**src/rtl/nphy_toggle_pi_read_sequencer.sv**
```systemverilog
// Read sequencer for the toggle-mode PHY input buffer: resets, arms and drains the PHY FIFO.
// Optional idle-FIFO watchdog enabled by defining NPHY_PI_READ_TIMEOUT_EN.
module nphy_toggle_pi_read_sequencer #(
    parameter int unsigned BufferResetCycles = 4,
    parameter int unsigned TimeoutCycles     = 1023
) (
    input  logic        iSystemClock,
    input  logic        iModuleReset_n,
    input  logic        iCMDValid,
    input  logic [15:0] iCMDLength,
    output logic        oCMDReady,
    output logic        oCMDDone,
    output logic        oCMDError,
    output logic        oPI_BufferReset,
    output logic        oPI_Buff_WE,
    output logic        oPI_Buff_RE,
    output logic [2:0]  oPI_Buff_OutSel,
    input  logic        iPI_Buff_Empty,
    input  logic [15:0] iPI_DQ,
    input  logic        iPI_DelayReady,
    output logic [15:0] oReadData,
    output logic        oReadValid,
    input  logic        iReadReady
);

    typedef enum logic [2:0] {StIdle, StPreRst, StArm, StDrain, StFlush} tSeqState;

    localparam logic [3:0] PhaseLast = 4'(BufferResetCycles - 1);

    tSeqState    rState;
    tSeqState    wNextState;
    logic [15:0] rLength;
    logic [3:0]  rPhaseCnt;
    logic [15:0] rReqCount;
    logic [15:0] rDelCount;
    logic        rInFlight;
    logic [15:0] rBufData [2];
    logic        rBufHead;
    logic [1:0]  rBufCount;
    logic        rBufferReset;
    logic        rBuffWE;
    logic        rZeroDone;

    logic        wAccept;
    logic        wPop;
    logic        wPhaseDone;
    logic [15:0] wDelCountNext;
    logic [2:0]  wOccupancy;
    logic        wTimeout;
    logic        wFlushLast;

    assign wAccept       = oCMDReady && iCMDValid;
    assign wPop          = oReadValid && iReadReady;
    assign wPhaseDone    = (rPhaseCnt == PhaseLast);
    assign wDelCountNext = rDelCount + 16'(wPop);
    // Words held plus the word still in flight from the PHY, net of this cycle's pop.
    assign wOccupancy    = 3'(rBufCount) + 3'(rInFlight) - 3'(wPop);
    assign wFlushLast    = (rState == StFlush) && wPhaseDone;

    always_ff @(posedge iSystemClock or negedge iModuleReset_n) begin
        if (!iModuleReset_n) begin
            rState <= StIdle;
        end else begin
            rState <= wNextState;
        end
    end

    always_comb begin
        wNextState = rState;
        case (rState)
            StIdle: begin
                if (wAccept && (iCMDLength != 16'd0)) begin
                    wNextState = StPreRst;
                end
            end
            StPreRst: begin
                if (wPhaseDone) begin
                    wNextState = StArm;
                end
            end
            StArm: begin
                wNextState = StDrain;
            end
            StDrain: begin
                if ((wDelCountNext == rLength) || wTimeout) begin
                    wNextState = StFlush;
                end
            end
            StFlush: begin
                if (wPhaseDone) begin
                    wNextState = StIdle;
                end
            end
            default: begin
                wNextState = StIdle;
            end
        endcase
    end

    always_comb begin
        oCMDReady       = 1'b0;
        oPI_Buff_RE     = 1'b0;
        oPI_Buff_OutSel = 3'b000;
        oCMDDone        = rZeroDone || wFlushLast;
        oPI_BufferReset = rBufferReset;
        oPI_Buff_WE     = rBuffWE;
        oReadValid      = (rBufCount != 2'd0);
        oReadData       = rBufData[rBufHead];
        // Reset gating keeps the handshake quiet while the block is held in reset.
        if (rState == StIdle) begin
            oCMDReady = iPI_DelayReady && iModuleReset_n;
        end
        if ((rState == StDrain) && !iPI_Buff_Empty && (rReqCount < rLength)
            && (wOccupancy < 3'd2)) begin
            oPI_Buff_RE = 1'b1;
        end
    end

    always_ff @(posedge iSystemClock or negedge iModuleReset_n) begin
        if (!iModuleReset_n) begin
            rLength      <= 16'd0;
            rPhaseCnt    <= 4'd0;
            rReqCount    <= 16'd0;
            rDelCount    <= 16'd0;
            rInFlight    <= 1'b0;
            rBufferReset <= 1'b1;
            rBuffWE      <= 1'b0;
            rZeroDone    <= 1'b0;
        end else begin
            rZeroDone    <= wAccept && (iCMDLength == 16'd0);
            rBufferReset <= (wNextState == StPreRst) || (wNextState == StFlush);
            // Capture enable drops one edge after the last word has been requested.
            rBuffWE      <= (wNextState == StDrain) && (rReqCount != rLength);
            rInFlight    <= oPI_Buff_RE;
            if (wAccept) begin
                rLength <= iCMDLength;
            end
            if (rState != wNextState) begin
                rPhaseCnt <= 4'd0;
            end else if ((rState == StPreRst) || (rState == StFlush)) begin
                rPhaseCnt <= rPhaseCnt + 4'd1;
            end
            if (wAccept) begin
                rReqCount <= 16'd0;
            end else if (oPI_Buff_RE && (rReqCount < rLength)) begin
                rReqCount <= rReqCount + 16'd1;
            end
            if (wAccept) begin
                rDelCount <= 16'd0;
            end else if (wPop && (rDelCount < rLength)) begin
                rDelCount <= wDelCountNext;
            end
        end
    end

    // Two-entry output buffer; anything left over is dropped once draining ends.
    always_ff @(posedge iSystemClock or negedge iModuleReset_n) begin
        if (!iModuleReset_n) begin
            rBufData[0] <= 16'd0;
            rBufData[1] <= 16'd0;
            rBufHead    <= 1'b0;
            rBufCount   <= 2'd0;
        end else if (wNextState != StDrain) begin
            rBufHead  <= 1'b0;
            rBufCount <= 2'd0;
        end else begin
            if (rInFlight) begin
                rBufData[rBufHead ^ rBufCount[0]] <= iPI_DQ;
            end
            if (wPop) begin
                rBufHead <= ~rBufHead;
            end
            rBufCount <= rBufCount + 2'(rInFlight) - 2'(wPop);
        end
    end

`ifdef NPHY_PI_READ_TIMEOUT_EN
    localparam logic [9:0] TimeoutLimit = 10'(TimeoutCycles);

    logic [9:0] rWatchdog;
    logic       rTimedOut;
    logic       wStarved;

    assign wStarved  = (rState == StDrain) && iPI_Buff_Empty && !rInFlight;
    assign wTimeout  = wStarved && (rWatchdog == (TimeoutLimit - 10'd1));
    assign oCMDError = rTimedOut && wFlushLast;

    always_ff @(posedge iSystemClock or negedge iModuleReset_n) begin
        if (!iModuleReset_n) begin
            rWatchdog <= 10'd0;
            rTimedOut <= 1'b0;
        end else begin
            rWatchdog <= (wStarved && !wTimeout) ? (rWatchdog + 10'd1) : 10'd0;
            if (wAccept) begin
                rTimedOut <= 1'b0;
            end else if (wTimeout) begin
                rTimedOut <= 1'b1;
            end
        end
    end
`else
    logic [9:0] unusedTimeout;

    assign unusedTimeout = 10'(TimeoutCycles);
    assign wTimeout      = 1'b0;
    assign oCMDError     = 1'b0;
`endif

endmodule

```
**config.mk**
```make
export PLATFORM = sky130hd
export DESIGN_NAME = nphy_toggle_pi_read_sequencer
export DESIGN_NICKNAME = d
export VERILOG_FILES = /design/src/rtl/nphy_toggle_pi_read_sequencer.sv
export SDC_FILE = /design/constraint.sdc
export NUM_CORES = 1
export LEC_CHECK = 0
export BUFFER_PORTS_ARGS = -buffer_cell sky130_fd_sc_hd__clkbuf_2
export CORE_ASPECT_RATIO = 1.5
export CORE_UTILIZATION = 55
export CTS_CLUSTER_SIZE = 40
export DETAILED_ROUTE_END_ITERATION = 6
export PLACE_DENSITY = 0.75
export SLEW_MARGIN = 15
export SYNTH_ARGS = -nofsm -noshare
export SYNTH_HDL_FRONTEND = slang
export SYNTH_SLANG_ARGS = --single-unit
```
**constraint.sdc**
```tcl
create_clock -name iSystemClock -period 5 [get_ports iSystemClock]
set_clock_uncertainty 0.1 [all_clocks]
set_input_delay 1 -clock iSystemClock [delete_from_list [all_inputs] [get_ports iSystemClock]]
set_output_delay 1 -clock iSystemClock [all_outputs]
set_load 0.01 [all_outputs]
```
==> impl_results.html, run 1 <==
<table>
<tr><th>Metric</th><th>Value</th></tr>
<tr><th colspan="2">Run status</th></tr>
<tr><td>Result of the run</td><td>complete, no violations</td></tr>
<tr><th colspan="2">Global route</th></tr>
<tr><td>Total global routing overflow</td><td>0</td></tr>
<tr><td>First-pass GRT wire length</td><td>23400 um</td></tr>
<tr><td>Antenna violations before repair</td><td>0</td></tr>
<tr><td>Total global-route track usage</td><td>27.0%</td></tr>
<tr><td>Number of global-route vias before repair</td><td>4804</td></tr>
<tr><td>Pin count of the biggest net entering global routing</td><td>67</td></tr>
<tr><th colspan="2">Route</th></tr>
<tr><td>Routed via count</td><td>4708</td></tr>
<tr><td>DR top layer</td><td>met4</td></tr>
<tr><td>Via/cell ratio</td><td>6.00</td></tr>
<tr><td>Post-route met1 wirelength</td><td>5940 um</td></tr>
<tr><td>DR pass1 iterations</td><td>5</td></tr>
<tr><td>Per-cell routed wire length</td><td>18.3 um</td></tr>
<tr><td>Routed wl met2</td><td>7280 um</td></tr>
<tr><td>WL met3</td><td>657 um</td></tr>
<tr><td>Detailed router's first-iteration violation count</td><td>220</td></tr>
<tr><td>Final ANT Viol Nets</td><td>0</td></tr>
<tr><td>DRC Markers</td><td>0</td></tr>
<tr><td>Total wire length</td><td>14400 um</td></tr>
<tr><th colspan="2">Pwr</th></tr>
<tr><td>Leak</td><td>3.25 nW</td></tr>
<tr><td>Total power of the final layout</td><td>0.00332 W</td></tr>
<tr><td>Pwr Density</td><td>501 mW/mm^2</td></tr>
<tr><td>Peak supply drop</td><td>0.223 mV</td></tr>
<tr><th colspan="2">Critical path</th></tr>
<tr><td>Worst Path Class, Setup</td><td>primary input to primary output</td></tr>
<tr><td>Endpoint arrival time on the critical path</td><td>3.38 ns</td></tr>
<tr><td>Highest fanout seen on the critical path</td><td>5</td></tr>
<tr><td>Worst Setup End Kind</td><td>primary output</td></tr>
<tr><td>Slowest Stage Delay on Critical Path</td><td>0.38 ns</td></tr>
<tr><td>Cell-by-cell listing of the critical path</td><td>clkbuf_2, nand2_1, inv_1, ha_1, inv_1, ha_1, fa_1, xor2_1, nand2_1, nor4_1, o221ai_1, nor2_1, clkbuf_2</td></tr>
<tr><td>Standard cell with the maximum stage delay on the critical path</td><td>sky130_fd_sc_hd__fa_1</td></tr>
<tr><td>Critical path buffers and inverters</td><td>4</td></tr>
<tr><td>Critical path startpoint category</td><td>primary input</td></tr>
<tr><td>Critical path required time</td><td>3.90 ns</td></tr>
<tr><td>Cell type group with the largest total delay on the critical path</td><td>adder cells</td></tr>
<tr><th colspan="2">Floorplan</th></tr>
<tr><td>Core Region</td><td>0.0105 sq mm</td></tr>
<tr><td>Initial Util</td><td>56.6%</td></tr>
<tr><td>Horizontal die dimension</td><td>87.0 um</td></tr>
<tr><td>Die Outline Area</td><td>0.0113 sq mm</td></tr>
<tr><td>Die Ht</td><td>129 um</td></tr>
<tr><td>Number of top-level pins</td><td>64</td></tr>
<tr><td>Placement row count</td><td>46</td></tr>
<tr><th colspan="2">Yosys</th></tr>
<tr><td>Post-synthesis share of cell area spent on full adders, half adders and majority gates</td><td>8.48%</td></tr>
<tr><td>Fraction of synthesized cell area taken by the top area cell type</td><td>39.1%</td></tr>
<tr><td>Number of instances in the synthesized netlist</td><td>588</td></tr>
<tr><td>Share of the yosys chip area belonging to registers</td><td>39.5%</td></tr>
<tr><td>Post-synthesis xor/xnor area fraction</td><td>4.07%</td></tr>
<tr><td>Post-synthesis compound-gate area fraction</td><td>9.62%</td></tr>
<tr><td>FF+latch count, synth</td><td>94</td></tr>
<tr><td>Number of distinct library cells after synthesis</td><td>61</td></tr>
<tr><td>Cell type with the highest aggregate area in the netlist</td><td>sky130_fd_sc_hd__dfrtp_1</td></tr>
<tr><td>Combinational family with the most area after synthesis</td><td>simple AND/OR/NAND/NOR gates</td></tr>
<tr><td>Netlist area before placement</td><td>0.00596 sq mm</td></tr>
<tr><td>Synth area leaders</td><td>sky130_fd_sc_hd__dfrtp_1 (39%), sky130_fd_sc_hd__ha_1 (8.0%), sky130_fd_sc_hd__mux2_2 (5.7%)</td></tr>
<tr><td>Post-Synth Simple-Gate Area</td><td>20.1%</td></tr>
<tr><td>Ys flop type</td><td>sky130_fd_sc_hd__dfrtp_1</td></tr>
<tr><td>Number of enable flip-flop cells after synthesis</td><td>0</td></tr>
<tr><td>Async SR Flop Fraction</td><td>100%</td></tr>
<tr><td>Warning count from the yosys run</td><td>0</td></tr>
<tr><td>Fraction of synthesized area in multiplexers</td><td>14.1%</td></tr>
<tr><td>Synthesized area divided by synthesized cell count</td><td>10.1 sq um</td></tr>
<tr><th colspan="2">Finish</th></tr>
<tr><td>Layout filler cell count</td><td>884</td></tr>
<tr><td>Area occupied by multi-input gates</td><td>0.00337 sq mm</td></tr>
<tr><td>Post-layout net count</td><td>713</td></tr>
<tr><td>Seq. cell area</td><td>0.00235 sq mm</td></tr>
<tr><td>Post-Route Utilization</td><td>62.9%</td></tr>
<tr><td>Diode insertion count for antenna repair</td><td>0</td></tr>
<tr><td>Layout cells sized above 1</td><td>22.9%</td></tr>
<tr><td>Synthesis-to-layout area growth</td><td>11.3%</td></tr>
<tr><th colspan="2">Clock tree</th></tr>
<tr><td>Number of instances resized during post-cts repair</td><td>0</td></tr>
<tr><td>CTS hold repair buffers</td><td>0</td></tr>
<tr><td>Setup fix buffers added after clock tree synthesis</td><td>0</td></tr>
<tr><td>Insertion delay to the later sink of the worst-skew pair</td><td>0.35 ns</td></tr>
<tr><td>Clock tree from TritonCTS</td><td>built</td></tr>
<tr><td>Clock transition at path regs</td><td>0.07 ns</td></tr>
<tr><td>Total clock sinks</td><td>94</td></tr>
<tr><td>TritonCTS Buffers</td><td>9</td></tr>
<tr><td>Buffer depth of the longest clock path</td><td>2</td></tr>
<tr><td>Count of H-tree levels built during CTS</td><td>3</td></tr>
<tr><td>Clk root buf</td><td>sky130_fd_sc_hd__clkbuf_16</td></tr>
<tr><th colspan="2">Timing</th></tr>
<tr><td>Fin crit period</td><td>4.48 ns</td></tr>
<tr><td>Max-slew violation total from the final report</td><td>0</td></tr>
<tr><td>Measured slew at the worst slew-check pin</td><td>1.04 ns</td></tr>
<tr><td>Hold Vio Cnt, Final</td><td>0</td></tr>
<tr><td>Tcrit/Tclk final</td><td>89.6%</td></tr>
<tr><td>Unrepaired setup endpoints after global routing</td><td>false</td></tr>
<tr><td>Setup-failing EPs final</td><td>0</td></tr>
<tr><td>Setup TNS Final</td><td>0 ns</td></tr>
<tr><td>Maximum clock frequency</td><td>223 MHz</td></tr>
<tr><td>Relative max-transition margin</td><td>30.4%</td></tr>
<tr><th colspan="2">Job</th></tr>
<tr><td>Maximum Capacitance Violations</td><td>0</td></tr>
<tr><th colspan="2">Place</th></tr>
<tr><td>Placer congestion estimate</td><td>0.956</td></tr>
<tr><td>Total of buffers placed on input and output ports</td><td>59</td></tr>
<tr><td>DPL Wire Length</td><td>10600 um</td></tr>
<tr><th colspan="2">Hold path</th></tr>
<tr><td>Class of the tightest hold or removal check</td><td>flop to flop</td></tr>
</table>
[layout by cell type, fill, tap and decap left out, types with 7 or more instances in the layout]
cell type                   count
sky130_fd_sc_hd__o21ai_0       19
sky130_fd_sc_hd__nand2_1       63
sky130_fd_sc_hd__a21oi_1       18
sky130_fd_sc_hd__a21o_1        10
sky130_fd_sc_hd__mux2_4        20
sky130_fd_sc_hd__dfrtp_1       93
sky130_fd_sc_hd__ha_1          38
sky130_fd_sc_hd__nor4_1         9
sky130_fd_sc_hd__and3_1         8
sky130_fd_sc_hd__clkbuf_2      58
sky130_fd_sc_hd__nand4_1       27
sky130_fd_sc_hd__mux2i_1       20
sky130_fd_sc_hd__xnor2_1       15
sky130_fd_sc_hd__mux2_2        30
sky130_fd_sc_hd__clkbuf_16      9
sky130_fd_sc_hd__nand3_1       21
sky130_fd_sc_hd__nand2b_1      24
sky130_fd_sc_hd__inv_1         24
sky130_fd_sc_hd__nor2_1        26
sky130_fd_sc_hd__xor2_1         9
sky130_fd_sc_hd__o31ai_1        7
[flip-flops by register name, summed over array words and instances, names as in the netlist]
signal / count
rLength: 16
rPhaseCnt: 4
oPI_BufferReset: 1
rBufCount: 2
rReqCount: 16
rDelCount: 16
rBufHead: 1
oPI_Buff_WE: 1
rZeroDone: 1
rBufData: 32
rInFlight: 1
rState: 3
[final timing paths]
path / endpoint / depth (start not counted) / start / slack [ns]
setup / recovery: oPI_Buff_RE / 13 / iReadReady / 0.52
max in group asynchronous: rBufData[18]$_DFFE_PN0P_ / 2 / iModuleReset_n / 3.13
hold reg to reg: rBufData[21]$_DFFE_PN0P_ / 1 / rBufData[21]$_DFFE_PN0P_ / 0.41
setup reg to reg: rBufData[18]$_DFFE_PN0P_ / 13 / rBufCount[1]$_DFF_PN0_ / 0.96
hold / removal: rBufData[21]$_DFFE_PN0P_ / 1 / rBufData[21]$_DFFE_PN0P_ / 0.41
min in group asynchronous: rPhaseCnt[2]$_DFFE_PN0P_ / 1 / iModuleReset_n / 0.48
[stage by stage]
step | setup slack, ns | cell area, sq um | std cells | hold slack (ns)
after floorplan | 0.976 | 5970 | 591 | 0.375
after global placement | 0.608 | 6330 | 769 | 0.384
after detailed placement | 0.456 | 6330 | 769 | 0.393
after CTS | 0.538 | 6630 | 785 | 0.414
after global routing | 0.377 | 6630 | 785 | 0.426
final | 0.521 | 6630 | 785 | 0.415
[where the power goes]
part           internal, W  switching [W]  total (W)
logic             0.000689       0.000706    0.00139
clock network     0.000354       0.000337   0.000691
registers          0.00102       0.000217    0.00124
[cell usage after synthesis, drive strengths merged, types with 7 or more instances]
cell and number:
dfrtp 93, nand2 63, mux2 50, ha 38, nand4 27, nor2 26
inv 24, nand2b 24, nand3 23, mux2i 20, clkbuf 19, o21ai 19
a21oi 18, xnor2 17, buf 11, a21o 10, nor4 10, xor2 9
and3 8, nor3 7, o31ai 7
[area by class of cell]
cell class | count | share of cell area [%]
Multi-Input combinational cell | 443 | 50.9
Tap cell | 144 | 2.72
Inverter | 24 | 1.36
Clock inverter | 7 | 1.11
Sequential cell | 94 | 35.5
Timing Repair Buffer | 64 | 5.06
Clock buffer | 9 | 3.40
[cell families (layout without fill, tap and decap cells)]
kind of cell / Yosys count / count (layout)
adders and majority gates: 40 / 40
muxes: 70 / 70
buffers and inverters: 54 / 104
and+or+nand+nor: 220 / 220
DFF: 94 / 94
other: 1 / 4
xor gates and xnor gates: 26 / 26
AOI/OAI and AO/OA: 83 / 83
[layer usage]
layer	vias to the layer above	GRT usage, %
met2	170	46.6
met1	2289	32.5
met4	0	14.5
met3	35	3.18
li1	2214	-
met5	-	0
Note: power is estimated with default switching activity, not from simulation.
==> run 2, diff against run 1 <==
- CORE_UTILIZATION: 55 -> 54
- PLACE_DENSITY: 0.75 -> 0.77
- clock period: 5 -> 4.1 ns (I/O delays scaled with it)
==> run 2 against run 1 <==
Against the previous run: total power grew 26%; sequential power grew 22%; first-iteration DRC count grew 16%; worst hold slack lost 0.11 ns; combinational power grew 24%; wire length shrank 2.0%; global-route usage shrank 1.3 points; count of clock-buffer cells in the layout grew 2; critical path depth grew 1; flip-flop and latch count is the same; largest power group unchanged.
==> impl_results.html, run 2 (synthesis results as in run 1) <==
<table>
<tr><th>Metric</th><th>Value</th></tr>
<tr><th colspan="2">Floorplan</th></tr>
<tr><td>Initial Util</td><td>56.0% (was 56.6%)</td></tr>
<tr><td>Number of top-level pins</td><td>64 (unchanged)</td></tr>
<tr><td>Placement row count</td><td>46 (unchanged)</td></tr>
<tr><td>Horizontal die dimension</td><td>87.8 um (was 87.0 um)</td></tr>
<tr><td>Die Ht</td><td>131 um (was 129 um)</td></tr>
<tr><td>Die Outline Area</td><td>0.0115 sq mm (was 0.0113 sq mm)</td></tr>
<tr><td>Core Region</td><td>0.0106 sq mm (was 0.0105 sq mm)</td></tr>
<tr><th colspan="2">Clock tree</th></tr>
<tr><td>Total clock sinks</td><td>94 (unchanged)</td></tr>
<tr><td>Clock transition at path regs</td><td>0.07 ns (about the same)</td></tr>
<tr><td>Buffer depth of the longest clock path</td><td>2 (unchanged)</td></tr>
<tr><td>Insertion delay to the later sink of the worst-skew pair</td><td>0.35 ns (about the same)</td></tr>
<tr><td>Count of H-tree levels built during CTS</td><td>3 (unchanged)</td></tr>
<tr><td>TritonCTS Buffers</td><td>9 (unchanged)</td></tr>
<tr><td>Clk root buf</td><td>sky130_fd_sc_hd__clkbuf_16 (unchanged)</td></tr>
<tr><td>CTS hold repair buffers</td><td>0 (unchanged)</td></tr>
<tr><td>Setup fix buffers added after clock tree synthesis</td><td>0 (unchanged)</td></tr>
<tr><td>Clock tree from TritonCTS</td><td>built (unchanged)</td></tr>
<tr><th colspan="2">Route</th></tr>
<tr><td>DR pass1 iterations</td><td>4 (was 5)</td></tr>
<tr><td>Via/cell ratio</td><td>5.99 (was 6.00)</td></tr>
<tr><td>Detailed router's first-iteration violation count</td><td>255 (was 220)</td></tr>
<tr><td>Final ANT Viol Nets</td><td>0 (unchanged)</td></tr>
<tr><td>DRC Markers</td><td>0 (unchanged)</td></tr>
<tr><td>Per-cell routed wire length</td><td>17.8 um (was 18.3 um)</td></tr>
<tr><td>Total wire length</td><td>14100 um (was 14400 um)</td></tr>
<tr><td>Routed via count</td><td>4735 (was 4708)</td></tr>
<tr><th colspan="2">Global route</th></tr>
<tr><td>Antenna violations before repair</td><td>0 (unchanged)</td></tr>
<tr><td>Pin count of the biggest net entering global routing</td><td>61 (was 67)</td></tr>
<tr><td>Number of global-route vias before repair</td><td>4696 (was 4804)</td></tr>
<tr><td>First-pass GRT wire length</td><td>22600 um (was 23400 um)</td></tr>
<tr><td>Total global-route track usage</td><td>25.7% (was 27.0%)</td></tr>
<tr><td>Total global routing overflow</td><td>0 (unchanged)</td></tr>
<tr><th colspan="2">Critical path</th></tr>
<tr><td>Critical path startpoint category</td><td>flop (was primary input)</td></tr>
<tr><td>Slowest Stage Delay on Critical Path</td><td>0.39 ns (was 0.38 ns)</td></tr>
<tr><td>Last element of the critical path</td><td>oPI_Buff_RE (unchanged)</td></tr>
<tr><td>R2r setup slk</td><td>0.48 ns (was 0.96 ns)</td></tr>
<tr><td>Startpoint of the lowest-slack register-to-register path</td><td>rBufCount[1]$_DFF_PN0_ (unchanged)</td></tr>
<tr><td>Endpoint arrival time on the critical path</td><td>2.97 ns (was 3.38 ns)</td></tr>
<tr><td>Worst Setup End Kind</td><td>primary output (unchanged)</td></tr>
<tr><td>Cell-by-cell listing of the critical path</td><td>inv_1, nand2_1, nand2_1, inv_1, ha_1, inv_1, ha_1, fa_1, xor2_1, nand2_1, nor4_4, o221ai_2, nor2_1, clkbuf_2 (was clkbuf_2, nand2_1, inv_1, ha_1, inv_1, ha_1, fa_1, xor2_1, nand2_1, nor4_1, o221ai_1, nor2_1, clkbuf_2)</td></tr>
<tr><td>Worst Reg2Reg Path Length in Cells</td><td>13 (unchanged)</td></tr>
<tr><td>Critical path required time</td><td>3.18 ns (was 3.90 ns)</td></tr>
<tr><td>Highest fanout seen on the critical path</td><td>3 (was 5)</td></tr>
<tr><td>Worst Path Class, Setup</td><td>flop to primary output (was primary input to primary output)</td></tr>
<tr><td>CP startpoint</td><td>rBufCount[1]$_DFF_PN0_ (was iReadReady)</td></tr>
<tr><td>Cell type group with the largest total delay on the critical path</td><td>adder cells (unchanged)</td></tr>
<tr><td>Worst path depth</td><td>14 (was 13)</td></tr>
<tr><td>Worst flop-to-flop path endpoint</td><td>rBufData[16]$_DFFE_PN0P_ (was rBufData[18]$_DFFE_PN0P_)</td></tr>
<tr><td>Critical path buffers and inverters</td><td>4 (unchanged)</td></tr>
<tr><td>Standard cell with the maximum stage delay on the critical path</td><td>sky130_fd_sc_hd__dfrtp_1 (was sky130_fd_sc_hd__fa_1)</td></tr>
<tr><th colspan="2">Finish</th></tr>
<tr><td>Post-Route Utilization</td><td>63.3% (was 62.9%)</td></tr>
<tr><td>Synthesis-to-layout area growth</td><td>13.1% (was 11.3%)</td></tr>
<tr><td>Register ranked first by flip-flop count</td><td>rBufData (unchanged)</td></tr>
<tr><td>Commonest cells after routing, fill and taps aside</td><td>sky130_fd_sc_hd__dfrtp_1 (93), sky130_fd_sc_hd__nand2_1 (63), sky130_fd_sc_hd__clkbuf_2 (58) (unchanged)</td></tr>
<tr><td>Diode insertion count for antenna repair</td><td>0 (unchanged)</td></tr>
<tr><td>Non-filler cells, final</td><td>791 (was 785)</td></tr>
<tr><td>Layout cells sized above 1</td><td>24.0% (was 22.9%)</td></tr>
<tr><td>Most common cell after layout, fill and taps aside</td><td>sky130_fd_sc_hd__dfrtp_1 (unchanged)</td></tr>
<tr><td>Post-layout net count</td><td>719 (was 713)</td></tr>
<tr><td>Layout filler cell count</td><td>879 (was 884)</td></tr>
<tr><td>Number of flip-flops in the largest register</td><td>32 (unchanged)</td></tr>
<tr><th colspan="2">Timing</th></tr>
<tr><td>Setup-failing EPs final</td><td>0 (unchanged)</td></tr>
<tr><td>Measured slew at the worst slew-check pin</td><td>1.02 ns (was 1.04 ns)</td></tr>
<tr><td>Max-slew violation total from the final report</td><td>0 (unchanged)</td></tr>
<tr><td>Relative max-transition margin</td><td>31.8% (was 30.4%)</td></tr>
<tr><td>Slack of the critical path</td><td>0.214 ns (was 0.521 ns)</td></tr>
<tr><td>Tcrit/Tclk final</td><td>94.8%</td></tr>
<tr><td>Hold_ws</td><td>0.303 ns (was 0.415 ns)</td></tr>
<tr><td>Hold Vio Cnt, Final</td><td>0 (unchanged)</td></tr>
<tr><td>Fin crit period</td><td>3.89 ns</td></tr>
<tr><td>Maximum clock frequency</td><td>257 MHz</td></tr>
<tr><th colspan="2">Job</th></tr>
<tr><td>Maximum Capacitance Violations</td><td>0 (unchanged)</td></tr>
<tr><th colspan="2">Place</th></tr>
<tr><td>Placer congestion estimate</td><td>0.937 (was 0.956)</td></tr>
<tr><td>Placed Instances</td><td>775 (was 769)</td></tr>
<tr><td>DPL Wire Length</td><td>10300 um (was 10600 um)</td></tr>
<tr><td>Total of buffers placed on input and output ports</td><td>59 (unchanged)</td></tr>
<tr><td>Post-Place Setup Slack</td><td>0.145 ns (was 0.456 ns)</td></tr>
<tr><th colspan="2">Pwr</th></tr>
<tr><td>Peak supply drop</td><td>0.279 mV (was 0.223 mV)</td></tr>
<tr><td>Total power of the final layout</td><td>0.00419 W (was 0.00332 W)</td></tr>
<tr><td>Pwr Density</td><td>622 mW/mm^2 (was 501 mW/mm^2)</td></tr>
<tr><td>Leak</td><td>3.30 nW (was 3.25 nW)</td></tr>
<tr><th colspan="2">Run status</th></tr>
<tr><td>Result of the run</td><td>complete, no violations (unchanged)</td></tr>
<tr><th colspan="2">Hold path</th></tr>
<tr><td>Class of the tightest hold or removal check</td><td>primary input to async pin (was flop to flop)</td></tr>
</table>
==> run 2: cell count changes in the layout (fill, tap and decap cells not counted), sizes merged <==
cell / previous run / this run
bufinv: 0 / 2
clkinv: 3 / 1
buf: 6 / 12
inv: 28 / 26
clkbuf: 67 / 69
==> run 2: worst min-delay path by stage <==
| stage | to | start | cells past startpoint |
|---|---|---|---|
| global placement | rBufData[15]$_DFFE_PN0P_ | rBufData[15]$_DFFE_PN0P_ | 1 |
| global route | rPhaseCnt[0]$_DFFE_PN0P_ | iModuleReset_n | 1 |
| floorplan | rBufData[0]$_DFFE_PN0P_ | rBufData[0]$_DFFE_PN0P_ | 1 |
| finish | rPhaseCnt[0]$_DFFE_PN0P_ | iModuleReset_n | 1 |
| detailed placement | rBufData[22]$_DFFE_PN0P_ | rBufData[22]$_DFFE_PN0P_ | 1 |
| CTS | rPhaseCnt[0]$_DFFE_PN0P_ | iModuleReset_n | 1 |
==> run 2: timing repair <==
| item | in CTS | in global routing |
|---|---|---|
| endpoints found under the setup margin | 0 | 1 |
| resized for setup | 0 | 3 |
| hold endpoints to repair | 0 | 0 |
==> run 2: per-layer routing <==
metal | vias up | global-route usage [%] | part of all wire (%)
li1 | 2223 | - | -
met1 | 2323 | 29.5 | 40
met2 | 147 | 45.7 | 51
met3 | 42 | 4.15 | 5.3
met4 | 0 | 12.5 | 3.5
met5 | - | 0 | 0
==> run 2: through the flow <==
| stage | instance area (sq um) | setup TNS, ns |
|---|---|---|
| after floorplan | 5970 | 0 |
| after global placement | 6380 | 0 |
| final | 6740 | 0 |
| after CTS | 6720 | 0 |
| after global routing | 6740 | -0.00701 |
| after detailed placement | 6380 | 0 |
==> run 2: cell type report <==
class	instances	area [sq um]	area share, %
multi-input cells	443	3390	50.4
flip-flops and latches	94	2350	34.9
repair buffers	70	380	5.64
clock buffers	11	253	3.75
well taps	144	180	2.67
inverters	24	90.1	1.34
clock inverters	5	88.8	1.32
==> run 2: report_power, final <==
| part | leakage (nW) | internal [W] | total [W] | switching (W) |
|---|---|---|---|---|
| Sequential | 1.19 | 0.00124 | 0.00151 | 0.000262 |
| Combinational | 1.94 | 0.000856 | 0.00173 | 0.000875 |
| Clock | 0.168 | 0.000576 | 0.000955 | 0.000379 |
